## config.mk

```make
export PLATFORM = sky130hd
export DESIGN_NAME = phase_capture_ctrl_flat
export DESIGN_NICKNAME = d
export VERILOG_FILES = /design/src/rtl/phase_ctrl_pkg.sv /design/src/rtl/phase_capture_ctrl_if.sv /design/src/rtl/phc_edge_sync.sv /design/src/rtl/phase_capture_ctrl.sv /design/src/flat_wrapper.sv
export SDC_FILE = /design/constraint.sdc
export NUM_CORES = 1
export LEC_CHECK = 0
export ABC_AREA = 0
export BUFFER_PORTS_ARGS = -buffer_cell sky130_fd_sc_hd__buf_2
export CORE_AREA = 2 2 137 139
export DETAILED_ROUTE_END_ITERATION = 8
export DIE_AREA = 0 0 139 141
export PLACE_DENSITY = 0.79
export SLEW_MARGIN = 0
export SYNTH_ARGS = -nofsm -noshare
export SYNTH_HDL_FRONTEND = slang
export SYNTH_SLANG_ARGS = --single-unit
```

## constraint.sdc

```tcl
create_clock -name sysclk -period 3.6 [get_ports sysclk]
set_input_delay 0.72 -clock sysclk [delete_from_list [all_inputs] [get_ports sysclk]]
set_output_delay 0.72 -clock sysclk [all_outputs]
set_load 0.02 [all_outputs]
```

## src/rtl/phase_ctrl_pkg.sv

```systemverilog
// rtl/phase_ctrl_pkg.sv - shared constants for the phase-capture sequencer
// Contents: FSM state encoding, default timestamp width, first_sel encodings.
package phase_ctrl_pkg;

  localparam int CNT_W_DEFAULT = 32;

  localparam logic [2:0] ST_IDLE    = 3'd0;
  localparam logic [2:0] ST_ARMED   = 3'd1;
  localparam logic [2:0] ST_WAIT2   = 3'd2;
  localparam logic [2:0] ST_REPORT  = 3'd3;
  localparam logic [2:0] ST_HOLDOFF = 3'd4;

  localparam logic FIRST_SEL_SIG1 = 1'b0;  // signal_1 first, or both together
  localparam logic FIRST_SEL_SIG2 = 1'b1;  // signal_2 first

endpackage

```

## src/rtl/phase_capture_ctrl_if.sv

```systemverilog
// rtl/phase_capture_ctrl_if.sv - CPU-side control/result bundle of the phase-capture sequencer
// Signals:
//   arm, abort, result_ack            CPU -> sequencer
//   time_1, time_2, delta (CNT_W)     sequencer -> CPU result fields
//   first_sel, result_valid, timeout  sequencer -> CPU result qualifiers
//   busy, state_dbg (3)               sequencer -> CPU status
// Modports: master (CPU / bench side), slave (sequencer side).
interface phase_capture_ctrl_if
  import phase_ctrl_pkg::*;
#(
  parameter int CNT_W = CNT_W_DEFAULT
) ();

  logic             arm;
  logic             abort;
  logic             result_ack;
  logic [CNT_W-1:0] time_1;
  logic [CNT_W-1:0] time_2;
  logic [CNT_W-1:0] delta;
  logic             first_sel;
  logic             result_valid;
  logic             timeout;
  logic             busy;
  logic [2:0]       state_dbg;

  modport master (
    output arm, abort, result_ack,
    input  time_1, time_2, delta, first_sel, result_valid, timeout, busy, state_dbg
  );

  modport slave (
    input  arm, abort, result_ack,
    output time_1, time_2, delta, first_sel, result_valid, timeout, busy, state_dbg
  );

endinterface

```

## src/rtl/phc_edge_sync.sv

```systemverilog
// rtl/phc_edge_sync.sv - 2-FF synchroniser, optional high-time filter and rising-edge pulse
// Optional feature macro: PHC_DEGLITCH_EN (input must stay high DEGLITCH_CYCLES cycles)
// Ports:
//   clk, rst_n   clock, asynchronous active-low reset
//   sig_in       raw asynchronous input
//   edge_pulse   one-cycle registered pulse; 3 cycles after the input rises without the
//                filter, 3 + DEGLITCH_CYCLES - 1 cycles with it
module phc_edge_sync #(
  parameter int DEGLITCH_CYCLES = 4
) (
  input  logic clk,
  input  logic rst_n,
  input  logic sig_in,
  output logic edge_pulse
);

  if (DEGLITCH_CYCLES < 1) begin : g_bad_deglitch
    $error("phc_edge_sync: DEGLITCH_CYCLES must be at least 1");
  end

  logic sync1_q, sync2_q;
  logic edge_q, edge_d;

  always_ff @(posedge clk or negedge rst_n) begin
    if (!rst_n) begin
      sync1_q <= 1'b0;
      sync2_q <= 1'b0;
    end else begin
      sync1_q <= sig_in;
      sync2_q <= sync1_q;
    end
  end

`ifdef PHC_DEGLITCH_EN
  localparam int HW = $clog2(DEGLITCH_CYCLES + 1);

  // Counts consecutive synchronised-high cycles; saturates so the pulse fires once per pulse.
  logic [HW-1:0] high_cnt_q, high_cnt_d;

  always_comb begin
    high_cnt_d = high_cnt_q;
    if (!sync2_q) begin
      high_cnt_d = '0;
    end else if (high_cnt_q != HW'(DEGLITCH_CYCLES)) begin
      high_cnt_d = high_cnt_q + HW'(1);
    end
    edge_d = sync2_q && (high_cnt_q == HW'(DEGLITCH_CYCLES - 1));
  end

  always_ff @(posedge clk or negedge rst_n) begin
    if (!rst_n) begin
      high_cnt_q <= '0;
      edge_q     <= 1'b0;
    end else begin
      high_cnt_q <= high_cnt_d;
      edge_q     <= edge_d;
    end
  end
`else
  logic sync3_q;

  always_comb begin
    edge_d = sync2_q & ~sync3_q;
  end

  always_ff @(posedge clk or negedge rst_n) begin
    if (!rst_n) begin
      sync3_q <= 1'b0;
      edge_q  <= 1'b0;
    end else begin
      sync3_q <= sync2_q;
      edge_q  <= edge_d;
    end
  end
`endif

  assign edge_pulse = edge_q;

endmodule

```

## src/rtl/phase_capture_ctrl.sv

```systemverilog
// rtl/phase_capture_ctrl.sv - armed one-shot two-channel edge timestamp sequencer
// Optional feature macro: PHC_DEGLITCH_EN (high-time qualification inside phc_edge_sync)
// Ports:
//   sysclk            clock (clk2 domain)
//   sysreset_n        asynchronous reset, active low
//   signal_1/signal_2 raw asynchronous mic pulses
//   bus               phase_capture_ctrl_if.slave: arm, abort, result_ack in;
//                     time_1, time_2, delta, first_sel, result_valid, timeout, busy,
//                     state_dbg out
module phase_capture_ctrl
  import phase_ctrl_pkg::*;
#(
  parameter int CNT_W           = CNT_W_DEFAULT,
  parameter int TIMEOUT_CYCLES  = 65536,
  parameter int HOLDOFF_CYCLES  = 2500000,
  parameter int DEGLITCH_CYCLES = 4
) (
  input  logic                 sysclk,
  input  logic                 sysreset_n,
  input  logic                 signal_1,
  input  logic                 signal_2,
  phase_capture_ctrl_if.slave  bus
);

  logic edge_1, edge_2;

  phc_edge_sync #(.DEGLITCH_CYCLES(DEGLITCH_CYCLES)) u_sync_1 (
    .clk        (sysclk),
    .rst_n      (sysreset_n),
    .sig_in     (signal_1),
    .edge_pulse (edge_1)
  );

  phc_edge_sync #(.DEGLITCH_CYCLES(DEGLITCH_CYCLES)) u_sync_2 (
    .clk        (sysclk),
    .rst_n      (sysreset_n),
    .sig_in     (signal_2),
    .edge_pulse (edge_2)
  );

  logic [2:0]       state_q, state_d;
  logic [CNT_W-1:0] cnt_q, cnt_d;
  logic [31:0]      tmo_q, tmo_d;
  logic [31:0]      hold_q, hold_d;
  logic [CNT_W-1:0] time_1_q, time_1_d;
  logic [CNT_W-1:0] time_2_q, time_2_d;
  logic [CNT_W-1:0] delta_q, delta_d;
  logic             first_sel_q, first_sel_d;
  logic             result_valid_q, result_valid_d;
  logic             timeout_q, timeout_d;
  logic             other_edge;

  // In WAIT2 only the channel that has not yet fired can complete the pair.
  assign other_edge = (first_sel_q == FIRST_SEL_SIG1) ? edge_2 : edge_1;

  always_comb begin
    state_d        = state_q;
    cnt_d          = cnt_q + CNT_W'(1);
    tmo_d          = tmo_q;
    hold_d         = hold_q;
    time_1_d       = time_1_q;
    time_2_d       = time_2_q;
    delta_d        = delta_q;
    first_sel_d    = first_sel_q;
    result_valid_d = result_valid_q;
    timeout_d      = timeout_q;

    if (bus.abort) begin
      // Result fields are kept for post-mortem reads; only the qualifiers are dropped.
      state_d        = ST_IDLE;
      result_valid_d = 1'b0;
      timeout_d      = 1'b0;
    end else begin
      case (state_q)
        ST_IDLE: begin
          if (bus.arm) begin
            state_d        = ST_ARMED;
            result_valid_d = 1'b0;
            timeout_d      = 1'b0;
          end
        end
        ST_ARMED: begin
          if (edge_1 && edge_2) begin
            time_1_d    = cnt_q;
            time_2_d    = cnt_q;
            first_sel_d = FIRST_SEL_SIG1;
            state_d     = ST_REPORT;
          end else if (edge_1) begin
            time_1_d    = cnt_q;
            first_sel_d = FIRST_SEL_SIG1;
            tmo_d       = '0;
            state_d     = ST_WAIT2;
          end else if (edge_2) begin
            time_2_d    = cnt_q;
            first_sel_d = FIRST_SEL_SIG2;
            tmo_d       = '0;
            state_d     = ST_WAIT2;
          end
        end
        ST_WAIT2: begin
          if (other_edge) begin
            if (first_sel_q == FIRST_SEL_SIG1) time_2_d = cnt_q;
            else                               time_1_d = cnt_q;
            state_d = ST_REPORT;
          end else if (tmo_q == 32'(TIMEOUT_CYCLES - 1)) begin
            timeout_d = 1'b1;
            if (first_sel_q == FIRST_SEL_SIG1) time_2_d = '0;
            else                               time_1_d = '0;
            state_d = ST_REPORT;
          end else begin
            tmo_d = tmo_q + 32'd1;
          end
        end
        ST_REPORT: begin
          // First REPORT cycle publishes; afterwards wait for the CPU to take it.
          if (!result_valid_q) begin
            result_valid_d = 1'b1;
            delta_d        = timeout_q ? '0 : (time_2_q - time_1_q);
          end else if (bus.result_ack) begin
            result_valid_d = 1'b0;
            hold_d         = '0;
            state_d        = (HOLDOFF_CYCLES == 0) ? ST_IDLE : ST_HOLDOFF;
          end
        end
        ST_HOLDOFF: begin
          if (hold_q == 32'(HOLDOFF_CYCLES - 1)) state_d = ST_IDLE;
          else                                   hold_d  = hold_q + 32'd1;
        end
        default: state_d = ST_IDLE;
      endcase
    end
  end

  always_ff @(posedge sysclk or negedge sysreset_n) begin
    if (!sysreset_n) begin
      state_q        <= ST_IDLE;
      cnt_q          <= '0;
      tmo_q          <= '0;
      hold_q         <= '0;
      time_1_q       <= '0;
      time_2_q       <= '0;
      delta_q        <= '0;
      first_sel_q    <= 1'b0;
      result_valid_q <= 1'b0;
      timeout_q      <= 1'b0;
    end else begin
      state_q        <= state_d;
      cnt_q          <= cnt_d;
      tmo_q          <= tmo_d;
      hold_q         <= hold_d;
      time_1_q       <= time_1_d;
      time_2_q       <= time_2_d;
      delta_q        <= delta_d;
      first_sel_q    <= first_sel_d;
      result_valid_q <= result_valid_d;
      timeout_q      <= timeout_d;
    end
  end

  assign bus.time_1       = time_1_q;
  assign bus.time_2       = time_2_q;
  assign bus.delta        = delta_q;
  assign bus.first_sel    = first_sel_q;
  assign bus.result_valid = result_valid_q;
  assign bus.timeout      = timeout_q;
  assign bus.busy         = (state_q != ST_IDLE);
  assign bus.state_dbg    = state_q;

endmodule
```

## src/flat_wrapper.sv

```systemverilog
// flat-port wrapper written by rule: the top's interface ports become plain ports
module phase_capture_ctrl_flat import phase_ctrl_pkg::*;
#(
  parameter int CNT_W           = CNT_W_DEFAULT,
  parameter int TIMEOUT_CYCLES  = 65536,
  parameter int HOLDOFF_CYCLES  = 2500000,
  parameter int DEGLITCH_CYCLES = 4
)
  (sysclk, sysreset_n, signal_1, signal_2, bus_arm, bus_abort, bus_result_ack, bus_time_1, bus_time_2, bus_delta, bus_first_sel, bus_result_valid, bus_timeout, bus_busy, bus_state_dbg);
  phase_capture_ctrl_if #(.CNT_W(CNT_W)) bus_i ();
  input  logic sysclk;
  input  logic sysreset_n;
  input  logic signal_1;
  input  logic signal_2;
  input wire logic [$bits(bus_i.arm)-1:0] bus_arm;
  input wire logic [$bits(bus_i.abort)-1:0] bus_abort;
  input wire logic [$bits(bus_i.result_ack)-1:0] bus_result_ack;
  output wire logic [$bits(bus_i.time_1)-1:0] bus_time_1;
  output wire logic [$bits(bus_i.time_2)-1:0] bus_time_2;
  output wire logic [$bits(bus_i.delta)-1:0] bus_delta;
  output wire logic [$bits(bus_i.first_sel)-1:0] bus_first_sel;
  output wire logic [$bits(bus_i.result_valid)-1:0] bus_result_valid;
  output wire logic [$bits(bus_i.timeout)-1:0] bus_timeout;
  output wire logic [$bits(bus_i.busy)-1:0] bus_busy;
  output wire logic [$bits(bus_i.state_dbg)-1:0] bus_state_dbg;
  assign bus_i.arm = bus_arm;
  assign bus_i.abort = bus_abort;
  assign bus_i.result_ack = bus_result_ack;
  assign bus_time_1 = bus_i.time_1;
  assign bus_time_2 = bus_i.time_2;
  assign bus_delta = bus_i.delta;
  assign bus_first_sel = bus_i.first_sel;
  assign bus_result_valid = bus_i.result_valid;
  assign bus_timeout = bus_i.timeout;
  assign bus_busy = bus_i.busy;
  assign bus_state_dbg = bus_i.state_dbg;
  phase_capture_ctrl #(.CNT_W(CNT_W), .TIMEOUT_CYCLES(TIMEOUT_CYCLES), .HOLDOFF_CYCLES(HOLDOFF_CYCLES), .DEGLITCH_CYCLES(DEGLITCH_CYCLES)) u_core (.sysclk(sysclk), .sysreset_n(sysreset_n), .signal_1(signal_1), .signal_2(signal_2), .bus(bus_i));
endmodule
```

==> results.yml, run 1 <==
critical_path:
  setup.worst_path.class: "reg -> reg"
  crit_start: "u_core.bus.time_2[0]$_DFFE_PN0P_"
  critical_path.cell_chain: "inv_1 -> ha_1 -> fa_1 -> nor2b_1 -> o2111ai_1 -> a211oi_1 -> o31ai_1 -> o21ai_0 -> a41oi_1 -> xor2_1 -> o21ai_0"
  startpoint_type: "flip-flop"
  worstPathRequired_ps: 4020
  worst_r2r_endpoint: "u_core.bus.delta[26]$_DFFE_PN0P_"
  crit_path_top_delay_cell: "a211oi_1"
  worst_stage_delay_on_the_critical_path_ps: 450
  r2r_start: "u_core.bus.time_2[0]$_DFFE_PN0P_"
  critical_path_arrival_ps: 3490
  worstPathBufferInverterCount: 1
  cp_top_family: "compound AO/OA/AOI/OAI gates"
  cell_seen_most_often_among_critical_path_stages: "o21ai_0"
  critPathMaxFanout: 4
  reg2reg_slack_ps: 530
  worst-r2r-cell-count: 11
  timing.critical_path.to_type: "flip-flop"
detailed_routing:
  detail-route-antenna-nets: 0
  route.detailed.drc: 0
  drt-initial-drc-count: 551
  vias: 8423
  viasPerCell: 5.73
  drtPass1Iterations: 5
  drt-total-wl_mm: 24.0
  wire_per_inst_um: 16.3
synth:
  synth.largest_area_cell: "dfrtp_1"
  avgSynthCellArea_um2: 9.31
  synth_edf_count: 0
  synth_warnings: 0
  ys_seq_elements: 206
  synth-async-reset-ratio_pct: 100
  yosys.cell_types.count: 70
  synth.top_cell.area_share_pct: 48.9
  mappedNetlistArea_mm2: 0.0105
  synth_top_cells_by_area: "dfrtp_1 49%, nand2_1 6.6%, xor2_1 6.1%"
  syn_inst: 1131
  synthFlopType: "dfrtp_1"
  sequential_fraction_of_the_synthesis_area_pct: 48.9
  post_synth_net_total: 1174
global_route:
  grt_first_pass_wirelength_mm: 40.3
  pin_count_of_the_biggest_net_entering_global_routing: 96
  overflow: 0
  grt_pass1_vias: 8115
  global_route.usage.total_pct: 24.6
  grt_antenna_before_repair: 0
cells_and_area:
  areaGrowthSynthToFinish_pct: 14.0
  stdcell_area_mm2: 0.0120
  final_core_utilization_pct: 65.7
  insertedDiodeCount: 0
  num-fill-cells: 1508
  final_layout_size_suffix_gt1_share_pct: 14.1
  fin_nets: 1267
  layout.cells.non_filler: 1471
pwr:
  power.internal_w: 0.00496
  power.share.combinational_pct: 32.2
  p_per_area_mw_per_mm2: 645
  cellLeakagePower_nw: 6.03
  p_seq_share_pct: 38.1
  clkPwrFrac_pct: 29.7
  power.net_switching_w: 0.00278
  max-vdd-ir-drop_mv: 0.439
  switching_part_of_the_total_pct: 35.9
sta:
  timing.max_slew.rel_slack_pct: 38.8
  setup_tns_ps: 0
  final_hold_violations: 0
  final.period_utilization_pct: 85.4
  fin_crit_ps: 3070
  rsz_0062_raised_after_global_routing: "no"
  setup_viol: 0
  maxClockFrequency_mhz: 325
  hold_ws_ps: 306
  max_slew_violation_total_from_the_final_report: 0
  worst-slew-pin-transition_ps: 918
  finClkSkew_ps: 12.4
place:
  post-dp-hpwl_mm: 17.0
  globalplace.congestion: 0.977
  dpl-instance-area_mm2: 0.0113
  placedCellCount: 1435
  io_buf_count: 109
run_status:
  outcome: "complete, no violations"
clock_tree:
  insertion_delay_ps: 500
  path_clk_slew_ps: 60
  ctsRootBufferMaster: "clkbuf_16"
  cts-buffers-inserted: 21
  tritoncts_clock_tree: "done"
  clock_sink_count: 206
  ctsHoldBuffers: 0
  htree_num_levels: 1
  cts.path.max_buffers: 3
  cts.repair_timing.setup_buffer_count: 0
  post_cts_resized: 0
floorplanning:
  die_area_mm2: 0.0196
  rows: 50
  die-height_um: 141
  fp.dieW_um: 139
  initial_utilization_pct: 57.7
  floorplan.io_pins: 110
  core_region_area_mm2: 0.0183
worst_hold_path:
  hp-class: "in -> async"
run:
  maxCapViolations: 0
[registers in the layout (all words and copies together) (netlist names)]
name / cells
u_core.bus.first_sel: 1
u_core.u_sync_2.sync2_q: 1
u_core.u_sync_1.edge_pulse: 1
u_core.bus.time_2: 32
u_core.u_sync_1.sync2_q: 1
u_core.bus.time_1: 32
u_core.bus.timeout: 1
u_core.u_sync_2.sync1_q: 1
u_core.tmo_q: 32
u_core.cnt_q: 32
u_core.hold_q: 32
u_core.u_sync_2.sync3_q: 1
u_core.bus.result_valid: 1
u_core.bus.delta: 32
u_core.u_sync_1.sync3_q: 1
u_core.bus.state_dbg: 3
u_core.u_sync_1.sync1_q: 1
u_core.u_sync_2.edge_pulse: 1
[layout by cell type (no fill, tap or decap), types with 5 or more instances in the layout]
cell type,netlist,routed
nor2_1,95,95
nor4_1,9,8
dfrtp_1,206,206
o21ai_0,105,105
a21o_1,15,14
and2_1,6,6
xnor2_1,43,43
nand4_1,26,26
nand2_1,186,185
and3_1,31,31
nor3_1,12,12
nand2b_1,7,7
a211oi_1,5,5
a21oi_1,38,38
clkbuf_8,1,8
ha_1,35,35
buf_4,0,7
clkbuf_16,0,21
xor2_1,73,73
or3_1,5,5
nand3_1,41,40
nor2b_1,10,10
o31ai_1,8,8
and4_1,8,8
inv_1,46,46
buf_2,1,108
[layer usage]
| layer | up-vias | GRT usage, % | part of all wire, % |
|---|---|---|---|
| li1 | 4061 | - | - |
| met1 | 4082 | 33.6 | 44 |
| met2 | 225 | 40.6 | 47 |
| met3 | 55 | 4.11 | 6.0 |
| met4 | 0 | 7.92 | 2.8 |
| met5 | - | 0 | 0 |
[worst max path at each step]
stage | to | depth (start not counted)
detailed placement | u_core.bus.delta[26]$_DFFE_PN0P_ | 11
finish | u_core.bus.delta[26]$_DFFE_PN0P_ | 11
floorplan | u_core.bus.delta[28]$_DFFE_PN0P_ | 10
global route | u_core.bus.delta[26]$_DFFE_PN0P_ | 11
CTS | u_core.bus.delta[26]$_DFFE_PN0P_ | 11
global placement | u_core.bus.delta[26]$_DFFE_PN0P_ | 11
[metrics by stage]
step	setup WS (ps)	power, W
after floorplan	916	0.00464
after global placement	668	0.00540
after detailed placement	599	0.00546
after CTS	571	0.00778
after global routing	333	0.00820
final	526	0.00774
[worst reg2reg max path: stages (launching register included)]
cell       delay, ps
dfrtp_1          370
inv_1             70
ha_1             220
fa_1             380
nor2b_1          200
o2111ai_1        200
a211oi_1         450
o31ai_1          250
o21ai_0          380
a41oi_1          180
xor2_1           160
o21ai_0          140
[logic make-up after synthesis]
| family | synth area share [%] |
|---|---|
| adders and majority gates | 4.35 |
| and+or+nand+nor | 20.7 |
| AOI/OAI and AO/OA | 12.4 |
| buffers and inverters | 3.67 |
| muxes | 0.380 |
| xor gates and xnor gates | 9.64 |
| DFF | 48.9 |
[power by group through the flow]
stage / sequential, W / clock (W) / combinational [W]
finish: 0.00295 / 0.00230 / 0.00249
global route: 0.00300 / 0.00244 / 0.00276
CTS: 0.00295 / 0.00234 / 0.00250
detailed placement: 0.00298 / 0 / 0.00248
global placement: 0.00296 / 0 / 0.00243
floorplan: 0.00333 / 0 / 0.00131
[synth_stat cells (all sizes together), types with 4 or more instances]
cell type / count
ha: 35
inv: 46
nor4: 10
a31oi: 4
clkbuf: 44
nor3: 13
xor2: 73
dfrtp: 206
a21oi: 38
mux2i: 4
nor2: 95
and2: 9
a211oi: 5
o211ai: 4
o21ai: 106
xnor2: 43
a21o: 15
and3: 36
o31ai: 8
nand3: 42
o21a: 4
or3: 5
nand2: 186
nand2b: 7
nor2b: 10
and4: 10
buf: 4
nand4: 26
[layout make-up]
| class | count | area [µm²] | share of cell area [%] |
|---|---|---|---|
| flip-flops and latches | 206 | 5150 | 42.9 |
| well taps | 234 | 293 | 2.44 |
| repair buffers | 118 | 647 | 5.39 |
| multi-input cells | 831 | 5010 | 41.7 |
| clock inverters | 6 | 105 | 0.875 |
| clock buffers | 30 | 629 | 5.24 |
| inverters | 46 | 173 | 1.44 |
Note: power is estimated with default switching activity, not from simulation.
==> run 2: changes to the inputs <==
--- a/config.mk
+++ b/config.mk
@@ -7,9 +7,9 @@
 export LEC_CHECK = 0
 export ABC_AREA = 0
 export BUFFER_PORTS_ARGS = -buffer_cell sky130_fd_sc_hd__buf_2
-export CORE_AREA = 2 2 137 139
+export CORE_AREA = 4 4 194 102
 export DETAILED_ROUTE_END_ITERATION = 8
-export DIE_AREA = 0 0 139 141
+export DIE_AREA = 0 0 198 106
 export PLACE_DENSITY = 0.79
 export SLEW_MARGIN = 0
 export SYNTH_ARGS = -nofsm -noshare
==> results.yml, run 2 (synthesis results as in run 1) <==
run_status:
  outcome: "complete, no violations"
sta:
  hold_ws_ps: 291
  maxClockFrequency_mhz: 315
  worst-slew-pin-transition_ps: 988
  setup_viol: 0
  rsz_0062_raised_after_global_routing: "no"
  finClkSkew_ps: 8.35
  max_slew_violation_total_from_the_final_report: 0
  final_hold_violations: 0
  setup_tns_ps: 0
  fin_crit_ps: 3170
  timing.max_slew.rel_slack_pct: 34.1
  final.period_utilization_pct: 88.0
cells_and_area:
  areaGrowthSynthToFinish_pct: 12.9
  layout.cells.non_filler: 1473
  final_layout_size_suffix_gt1_share_pct: 13.9
  layout_commonest_cell: "dfrtp_1"
  insertedDiodeCount: 0
  final_core_utilization_pct: 65.9
  fin_nets: 1265
  mostFrequentLayoutCells: "206 x dfrtp_1, 185 x nand2_1, 108 x buf_2, 105 x o21ai_0, 95 x nor2_1"
floorplanning:
  core_region_area_mm2: 0.0180
  die_area_mm2: 0.0210
  initial_utilization_pct: 58.4
  floorplan.io_pins: 110
  fp.dieW_um: 198
  rows: 35
  die-height_um: 106
clock_tree:
  cts.path.max_buffers: 3
  htree_num_levels: 1
  ctsRootBufferMaster: "clkbuf_16"
  cts.repair_timing.setup_buffer_count: 0
  path_clk_slew_ps: 70
  cts-buffers-inserted: 19
  insertion_delay_ps: 490
  post_cts_resized: 0
  tritoncts_clock_tree: "done"
  clock_sink_count: 206
  ctsHoldBuffers: 0
detailed_routing:
  detail-route-antenna-nets: 0
  drt-total-wl_mm: 25.9
  vias: 8402
  route.detailed.drc: 0
  drtPass1Iterations: 5
  drt-initial-drc-count: 715
  wire_per_inst_um: 17.6
  viasPerCell: 5.70
critical_path:
  worstPathRequired_ps: 3950
  critical_path_arrival_ps: 3520
  crit_path_top_delay_cell: "a211oi_1"
  r2r_start: "u_core.bus.time_2[0]$_DFFE_PN0P_"
  startpoint_type: "flip-flop"
  cell_seen_most_often_among_critical_path_stages: "o21ai_0"
  crit_start: "u_core.bus.time_2[0]$_DFFE_PN0P_"
  setup.worst_path.class: "reg -> reg"
  critPathMaxFanout: 4
  critical_path.cell_chain: "inv_1 -> ha_1 -> fa_1 -> nor2b_1 -> o2111ai_1 -> a211oi_1 -> o31ai_1 -> o21ai_0 -> a41oi_1 -> xor2_1 -> o21ai_0"
  timing.critical_path.to_type: "flip-flop"
  worst_stage_delay_on_the_critical_path_ps: 490
run:
  maxCapViolations: 0
place:
  post-dp-hpwl_mm: 19.0
  globalplace.congestion: 0.956
  io_buf_count: 109
  placedCellCount: 1441
pwr:
  p_per_area_mw_per_mm2: 636
  cellLeakagePower_nw: 5.96
  post-layout-total-power_w: 0.00756
  max-vdd-ir-drop_mv: 0.678
worst_hold_path:
  hp-class: "in -> async"
global_route:
  pin_count_of_the_biggest_net_entering_global_routing: 93
  overflow: 0
  grt_antenna_before_repair: 0
  global_route.usage.total_pct: 25.1
  grt_pass1_vias: 8012
  grt_first_pass_wirelength_mm: 42.9
==> run 2: changes by cell type in the layout (fill, tap and decap cells not counted) <==
cell,delta
clkbuf_8,-4
clkinvlp_4,+3
bufinv_16,-1
clkbuf_1,-1
buf_12,-1
clkbuf_16,-2
buf_4,+1
clkinv_2,+1
==> run 2: metal layers <==
metal  vias up  GRT usage [%]  wire (µm)
met2       321           32.8       9910
met1      3979           41.7      13100
li1       4065              -          -
met4         0           4.62        442
met5         -              0          0
met3        37           6.30       2410
==> run 2: critical path: cells and delay by family (launching register included) <==
kind | cells | cell delay (ps)
xor+xnor | 1 | 170
flops | 1 | 370
simple gates | 1 | 260
fa+ha+maj | 2 | 610
compound gates | 6 | 1560
buf+inv | 1 | 70
==> run 2: worst paths after layout <==
| check | endpoint | slack, ps | depth (start not counted) |
|---|---|---|---|
| worst max-delay path | u_core.bus.delta[26]$_DFFE_PN0P_ | 430 | 11 |
| worst min-delay path | u_core.hold_q[22]$_DFFE_PN0P_ | 290 | 1 |
| worst max register to register | u_core.bus.delta[26]$_DFFE_PN0P_ | 430 | 11 |
| worst min register to register | u_core.u_sync_2.sync2_q$_DFF_PN0_ | 350 | 0 |
| max in group asynchronous | u_core.u_sync_1.sync3_q$_DFF_PN0_ | 2440 | 2 |
| min in group sysclk | u_core.u_sync_2.sync1_q$_DFF_PN0_ | 350 | 1 |
==> run 2: cell type report <==
cell class,count,area (µm²)
inverters,46,173
repair buffers,118,634
clock inverters,9,103
well taps,240,300
fillers,1446,6150
clock buffers,23,520
multi-input cells,831,5010
flip-flops and latches,206,5150
==> run 2: power by group <==
part	switching (W)	internal (W)	total (W)
Combinational	0.00166	0.000874	0.00254
Sequential	0.000318	0.00266	0.00298
Clock	0.000874	0.00117	0.00205
Total	0.00285	0.00471	0.00756
==> run 2: per-stage QoR <==
stage	area (µm²)	setup slack [ps]
after CTS	11900	528
after detailed placement	11300	552
after global routing	11900	255
after floorplan	10500	916
final	11900	430
after global placement	11300	745
==> run 3: changes to the inputs <==
--- a/config.mk
+++ b/config.mk
@@ -11,6 +11,7 @@
 export DETAILED_ROUTE_END_ITERATION = 8
 export DIE_AREA = 0 0 198 106
 export PLACE_DENSITY = 0.79
+export RECOVER_POWER = 25
 export SLEW_MARGIN = 0
 export SYNTH_ARGS = -nofsm -noshare
 export SYNTH_HDL_FRONTEND = slang
==> results.yml, run 3 (synthesis results as in run 1) <==
run_status:
  outcome: "finished, violations left"
  failing_checks: "capacitance limit, slew limit"
critical_path:
  reg2reg_slack_ps: 390
  setup.worst_path.class: "reg -> reg"
  timing.critical_path.to_type: "flip-flop"
  critical_path_arrival_ps: 3560
  r2r_start: "u_core.bus.time_2[0]$_DFFE_PN0P_"
  worst-r2r-cell-count: 11
  crit_start: "u_core.bus.time_2[0]$_DFFE_PN0P_"
  worstPathRequired_ps: 3950
  critPathMaxFanout: 4
  worst_r2r_endpoint: "u_core.bus.delta[26]$_DFFE_PN0P_"
  startpoint_type: "flip-flop"
  crit_end: "u_core.bus.delta[26]$_DFFE_PN0P_"
sta:
  setup_tns_ps: 0
  timing.max_slew.rel_slack_pct: -52.5
  maxClockFrequency_mhz: 311
  worst-slew-pin-transition_ps: 2290
  layout_setup_ws_ps: 389
  final_hold_violations: 0
  rsz_0062_raised_after_global_routing: "no"
  final.period_utilization_pct: 89.2
  max_slew_violation_total_from_the_final_report: 93
  hold_ws_ps: 347
  finClkSkew_ps: 8.98
  setup_viol: 0
  fin_crit_ps: 3210
place:
  globalplace.congestion: 0.956
  post-dp-hpwl_mm: 19.0
  placedCellCount: 1441
  io_buf_count: 109
  dp_slack_ps: 552
detailed_routing:
  wire_per_inst_um: 17.5
  detail-route-antenna-nets: 0
  drtPass1Iterations: 5
  route.detailed.drc: 0
  viasPerCell: 5.74
  drt-total-wl_mm: 25.8
  drt-initial-drc-count: 732
  vias: 8457
floorplanning:
  fp.dieW_um: 198
  rows: 35
  die-height_um: 106
  core_region_area_mm2: 0.0180
  die_area_mm2: 0.0210
  initial_utilization_pct: 58.4
  floorplan.io_pins: 110
clock_tree:
  cts.repair_timing.setup_buffer_count: 0
  ctsRootBufferMaster: "clkbuf_16"
  clock_sink_count: 206
  tritoncts_clock_tree: "done"
  path_clk_slew_ps: 70
  htree_num_levels: 1
  ctsHoldBuffers: 0
  cts.path.max_buffers: 3
  post_cts_resized: 0
  cts-buffers-inserted: 19
  insertion_delay_ps: 490
worst_hold_path:
  hp-class: "in -> reg"
global_route:
  pin_count_of_the_biggest_net_entering_global_routing: 93
  grt_pass1_vias: 8012
  global_route.usage.total_pct: 25.1
  grt_first_pass_wirelength_mm: 42.9
  overflow: 0
  grt_antenna_before_repair: 0
pwr:
  p_per_area_mw_per_mm2: 636
  max-vdd-ir-drop_mv: 0.677
  post-layout-total-power_w: 0.00756
  cellLeakagePower_nw: 5.95
cells_and_area:
  num-fill-cells: 1450
  fin_nets: 1265
  areaGrowthSynthToFinish_pct: 12.7
  layout_commonest_cell: "dfrtp_1"
  insertedDiodeCount: 0
  mostFrequentLayoutCells: "206 x dfrtp_1, 185 x nand2_1, 108 x buf_2, 105 x o21ai_0, 95 x nor2_1"
  final_layout_size_suffix_gt1_share_pct: 13.9
  layout.cells.non_filler: 1473
run:
  maxCapViolations: 1
run 3: final cells by class:
cell class	count	area (µm²)	area share (%)
Sequential cell	206	5150	43.4
Multi-Input combinational cell	831	5010	42.2
Timing Repair Buffer	118	613	5.16
Clock buffer	23	520	4.38
Tap cell	240	300	2.53
Inverter	46	173	1.45
Clock inverter	9	103	0.864
run 3: power breakdown:
| group | switching, W | leakage [nW] | internal (W) |
|---|---|---|---|
| registers | 0.000316 | 2.75 | 0.00266 |
| clock network | 0.000873 | 0.301 | 0.00117 |
| logic | 0.00166 | 2.90 | 0.000872 |
run 3: worst max-delay path, cell delays in order, from the launching register on:
cell	delay [ps]
dfrtp_1	370
inv_1	70
ha_1	220
fa_1	400
nor2b_1	260
o2111ai_1	200
a211oi_1	490
o31ai_1	280
o21ai_0	330
a41oi_1	180
xor2_1	180
o21ai_0	90
run 3: routing by layer:
layer	part of all wire (%)	routed length, µm	global-route usage (%)	vias up
li1	-	-	-	4060
met1	49	12800	41.7	3993
met2	39	9990	32.8	371
met3	10	2660	6.30	33
met4	1.6	408	4.62	0
met5	0	0	0	-
run 3: how the worst min path moves through the flow:
stage	to	start	cells past startpoint	slack [ps]
global placement	u_core.u_sync_2.sync2_q$_DFF_PN0_	u_core.u_sync_2.sync1_q$_DFF_PN0_	0	330
global route	u_core.u_sync_2.sync1_q$_DFF_PN0_	signal_2	1	340
detailed placement	u_core.u_sync_1.sync2_q$_DFF_PN0_	u_core.u_sync_1.sync1_q$_DFF_PN0_	0	340
floorplan	u_core.u_sync_1.sync2_q$_DFF_PN0_	u_core.u_sync_1.sync1_q$_DFF_PN0_	0	330
CTS	u_core.hold_q[22]$_DFFE_PN0P_	sysreset_n	1	320
finish	u_core.u_sync_2.sync1_q$_DFF_PN0_	signal_2	1	350
run 3: stage by stage:
step	utilization, %	cell area (µm²)
finish	65.8	11900
global route	65.8	11900
CTS	65.9	11900
detailed placement	62.5	11300
global placement	62.5	11300
floorplan	-	10500
